<file path="src/rtl/rv_mem_arb.sv">
// rv_mem_arb: shares one fixed-latency single-port memory
// between NPORTS requestors, one transaction at a time.
module rv_mem_arb #(
    parameter int DPWIDTH  = 32,
    parameter int NPORTS   = 2,
    parameter int MEM_LAT  = 2,
    parameter int ARB_MODE = 0
) (
    input  logic                        clk,
    input  logic                        rst,
    input  logic [NPORTS-1:0]           req,
    input  logic [NPORTS-1:0]           we,
    input  logic [NPORTS*DPWIDTH-1:0]   addr,
    input  logic [NPORTS*DPWIDTH-1:0]   wdata,
    output logic [NPORTS-1:0]           gnt,
    output logic [NPORTS-1:0]           rvalid,
    output logic [DPWIDTH-1:0]          rdata,
    output logic                        mem_en,
    output logic                        mem_we,
    output logic [DPWIDTH-1:0]          mem_addr,
    output logic [DPWIDTH-1:0]          mem_wdata,
    input  logic [DPWIDTH-1:0]          mem_rdata
);

    localparam int IW = (NPORTS > 1) ? $clog2(NPORTS) : 1;
    localparam int CW = $clog2(MEM_LAT + 2);
    localparam logic [CW-1:0] LAT_C = CW'(MEM_LAT);
    localparam logic [IW-1:0] LAST_RST = IW'(NPORTS - 1);

    typedef enum logic [1:0] {
        IDLE,
        BUSY,
        RESP
    } state_t;

    state_t               state_q, state_d;
    logic [IW-1:0]        owner_q, owner_d;
    logic [IW-1:0]        last_q, last_d;
    logic [CW-1:0]        cnt_q, cnt_d;
    logic [DPWIDTH-1:0]   rdata_q, rdata_d;

    logic                 win_vld;
    logic [IW-1:0]        win;
    logic [IW-1:0]        idx;

    assign rdata = rdata_q;

    // Winner selection: rotate from last grant, or lowest index wins.
    always_comb begin
        win_vld = 1'b0;
        win     = '0;
        idx     = '0;
        if (ARB_MODE == 1) begin
            for (int i = NPORTS - 1; i >= 0; i--) begin
                if (req[i]) begin
                    win_vld = 1'b1;
                    win     = IW'(i);
                end
            end
        end else begin
            for (int off = 1; off <= NPORTS; off++) begin
                idx = IW'((int'(last_q) + off) % NPORTS);
                if (!win_vld && req[idx]) begin
                    win_vld = 1'b1;
                    win     = idx;
                end
            end
        end
    end

    // Next state and outputs; everything is quiet while rst is high.
    always_comb begin
        state_d   = state_q;
        owner_d   = owner_q;
        last_d    = last_q;
        cnt_d     = cnt_q;
        rdata_d   = rdata_q;
        gnt       = '0;
        rvalid    = '0;
        mem_en    = 1'b0;
        mem_we    = 1'b0;
        mem_addr  = '0;
        mem_wdata = '0;
        unique case (state_q)
            IDLE: begin
                if (win_vld) begin
                    gnt[win]  = 1'b1;
                    mem_en    = 1'b1;
                    mem_we    = we[win];
                    mem_addr  = addr[int'(win)*DPWIDTH +: DPWIDTH];
                    mem_wdata = wdata[int'(win)*DPWIDTH +: DPWIDTH];
                    owner_d   = win;
                    last_d    = win;
                    cnt_d     = CW'(1);
                    state_d   = BUSY;
                end
            end
            BUSY: begin
                cnt_d = cnt_q + CW'(1);
                if (cnt_q == LAT_C) begin
                    rdata_d = mem_rdata;
                    state_d = RESP;
                end
            end
            RESP: begin
                rvalid[owner_q] = 1'b1;
                cnt_d           = '0;
                state_d         = IDLE;
            end
            default: state_d = IDLE;
        endcase
        if (rst) begin
            gnt       = '0;
            rvalid    = '0;
            mem_en    = 1'b0;
            mem_we    = 1'b0;
            mem_addr  = '0;
            mem_wdata = '0;
        end
    end

    // State registers with synchronous reset.
    always_ff @(posedge clk) begin
        if (rst) begin
            state_q <= IDLE;
            owner_q <= '0;
            last_q  <= LAST_RST;
            cnt_q   <= '0;
            rdata_q <= '0;
        end else begin
            state_q <= state_d;
            owner_q <= owner_d;
            last_q  <= last_d;
            cnt_q   <= cnt_d;
            rdata_q <= rdata_d;
        end
    end

endmodule

</file>
<file path="config.mk">
export PLATFORM = sky130hd
export DESIGN_NAME = rv_mem_arb
export DESIGN_NICKNAME = d
export VERILOG_FILES = /design/src/rtl/rv_mem_arb.sv
export SDC_FILE = /design/constraint.sdc
export NUM_CORES = 1
export LEC_CHECK = 0
export BUFFER_PORTS_ARGS = -buffer_cell sky130_fd_sc_hd__buf_2
export CAP_MARGIN = 20
export CORE_AREA = 2 2 104 106
export CTS_CLUSTER_SIZE = 8
export DETAILED_ROUTE_END_ITERATION = 6
export DIE_AREA = 0 0 106 108
export SYNTH_ARGS = -nofsm -noshare
export SYNTH_HDL_FRONTEND = slang
export SYNTH_SLANG_ARGS = --single-unit
</file>
<file path="constraint.sdc">
create_clock -name clk -period 1.6 [get_ports clk]
set_input_delay 0.32 -clock clk [delete_from_list [all_inputs] [get_ports clk]]
set_output_delay 0.32 -clock clk [all_outputs]
set_load 0.01 [all_outputs]
</file>
==> flow_metrics.tcl <==
set metrics [dict create \
    avgViaCountPerCell 4.662 \
    cts_tree "done" \
    grt_usage_pct 17.34 \
    critPathLaunchType "register" \
    initial_core_util_pct 23.97 \
    first_iter_violations 263 \
    clock-root-buffer "clkbuf_8" \
    wl_per_cell_um 14.43 \
    synth_ff_type "dfxtp_1" \
    firstDrtPassIters 4 \
    dp_hpwl_um 8666 \
    dpl_worst_slack_ns -0.2096 \
    chipHeight_um 108 \
    cpPeakStageDelay_ns 0.60 \
    avgSynthCellArea_um2 6.208 \
    placementRows 37 \
    cp.arrival_ns 1.70 \
    timing.setup.tns_ns -25.43 \
    insertion_delay_ns 0.29 \
    required_ns 1.28 \
    synth-edff-count 0 \
    fill_cells 1080 \
    routed_wl_um 11530 \
    holdWs_ns 0.2622 \
    cts.clk_slew.worst_paths_ns 0.08 \
    setup_viol 68 \
    nets 827 \
    utilization_pct 44.87 \
    cts.sinks 38 \
    port_buffers 267 \
    fin_skew_ns 0.004427 \
    antenna_left 0 \
    die-width_um 106 \
    fmax_mhz 494.2 \
    p_per_area_nw_per_um2 574.9 \
    syn_to_final_growth_pct 87.19 \
    vias 3725 \
    crit_path_end_kind "output pin" \
    critPathMaxFanout 6 \
    hold_path.class "input port to register" \
    antenna_found_initial 2 \
    crit_type "register to output pin" \
    cts_buffer_depth 2 \
    h-tree-depth 2 \
    drive_gt1_share_pct 55.98 \
    setup_ws_ns -0.4236 \
    violations "setup timing" \
    drc 0 \
    peakVddDrop_mv 0.5859 \
    grt_setup_unrepaired "yes" \
    cts_setup_buffers 0 \
    synth-async-reset-ratio_pct 0 \
    slew_headroom_pct 69.31 \
    cts-buffers-inserted 5 \
    first_global_vias 3502 \
    cp_cell_sequence "or4_4 -> buf_4 -> a21oi_1 -> buf_2" \
    postSynthCellCount 395 \
    run_status "finished, violations left" \
    io_pins 268 \
    hold_viol_final 0 \
    core_um2 10230 \
    yosysUniqueCellTypes 28 \
    grt_pass1_wl_um 16200 \
    synth_area_um2 2452 \
    tightestPinTransition_ns 0.4604 \
    synth_nets 562 \
    slowest_stage "or4_4" \
    power_leakage_uw 0.002281 \
    cap_violations 0 \
    grt_max_degree 46 \
    ys_ff_latch 38 \
    slew_violations 0 \
    grt-ovfl-total 0 \
    place_congestion 0.7937 \
    fp.dieArea_um2 11450 \
    cts_hold_repair.buffers 0 \
    layout_min_cycle_time_ns 2.024 \
    period_share_pct 126.5 \
    yosys_warnings 0 \
    synth_seq_area_share_pct 31.02 \
]
## kinds of logic (layout without fill, tap and decap cells)
group | count (synthesis) | count (layout) | synth area share [%]
compound gates | 105 | 105 | 26.84
xor+xnor | 1 | 1 | 0.3572
fa+ha+maj | 1 | 1 | 0.5101
buf+inv | 37 | 302 | 7.092
flops | 38 | 38 | 31.02
other cells | 0 | 2 | 0
simple gates | 213 | 214 | 34.18
## final cells by class
class,count,area [um^2],share of cell area (%)
Multi-Input combinational cell,321,1795,39.11
Antenna cell,2,5.005,0.1090
Clock inverter,1,5.005,0.1090
Inverter,2,7.507,0.1635
Sequential cell,38,767.0,16.71
Clock buffer,7,86.33,1.881
Timing Repair Buffer,292,1754,38.21
Tap cell,136,170.2,3.707
## power by group
part	internal (uW)	switching, uW	total [uW]
clock network	348	331	679
logic	457	517	974
registers	969	17.4	987
total	1770	866	2640
## critical path: cells and delay by family, from the launching register on
family	cells	cell delay, ns
AND/OR/NAND/NOR	1	0.60
buffers and inverters	2	0.36
flip-flops	1	0.34
AO/OA/AOI/OAI	1	0.13
## routing by layer
metal / global-route usage (%) / part of all wire [%] / vias to the layer above
li1: - / - / 1817
met1: 21.06 / 40 / 1700
met2: 29.45 / 49 / 177
met3: 4.400 / 8.3 / 31
met4: 6.955 / 3.3 / 0
met5: 0 / 0 / -
## final timing paths
path / start / end / slack (ns) / cells past startpoint
setup / recovery: state_q[1]$_SDFFE_PP0P_ / mem_wdata[13] / -0.42 / 4
hold / removal: mem_rdata[3] / rdata[3]$_SDFFE_PP0P_ / 0.26 / 3
setup reg to reg: cnt_q[0]$_SDFFE_PP0P_ / rdata[12]$_SDFFE_PP0P_ / 0.25 / 6
hold reg to reg: rdata[21]$_SDFFE_PP0P_ / rdata[21]$_SDFFE_PP0P_ / 0.46 / 2
## sequential cells by signal (all words and copies together), names as in the netlist
name     cells
cnt_q        2
rdata       32
owner_q      1
last_q       1
state_q      2
## synthesized netlist by cell type, types with 2 or more instances
master / count / area (um^2)
buf_6: 4 / 45.04
nand2_1: 197 / 739.5
a21oi_1: 69 / 345.3
inv_1: 2 / 7.510
nor2_1: 4 / 15.01
nor3_1: 2 / 10.01
dfxtp_1: 38 / 760.7
buf_2: 4 / 20.02
nor4_1: 2 / 12.51
a21oi_2: 30 / 262.8
clkbuf_1: 26 / 97.59
## stage by stage
stage	cell area [um^2]	total power (uW)	std cells
floorplan	2576	1440	395
global placement	4161	1851	785
detailed placement	4161	1864	785
CTS	4375	2600	793
global route	4591	2799	799
finish	4591	2639	799
## what timing repair did
item / in CTS / in global routing
gates cloned: 0 / 4
setup endpoints to repair: 70 / 70
pin swaps: 1 / 2
endpoints found under the hold margin: 0 / 0
gates resized for setup: 25 / 31
## layout by cell type (no fill, tap or decap), types with 2 or more instances in the layout
cell type / synthesis / final
buf_6: 4 / 16
clkbuf_8: 0 / 6
or4_4: 0 / 2
a21oi_2: 30 / 46
buf_4: 0 / 11
nor3_1: 2 / 2
diode_2: 0 / 2
clkbuf_16: 0 / 2
dfxtp_2: 0 / 2
buf_8: 0 / 2
a21oi_1: 69 / 40
a21oi_4: 0 / 13
dfxtp_1: 38 / 35
buf_2: 4 / 254
buf_12: 0 / 7
nand2_1: 197 / 197
nor2_1: 4 / 3
No activity file was read; power rests on OpenSTA's default activity.
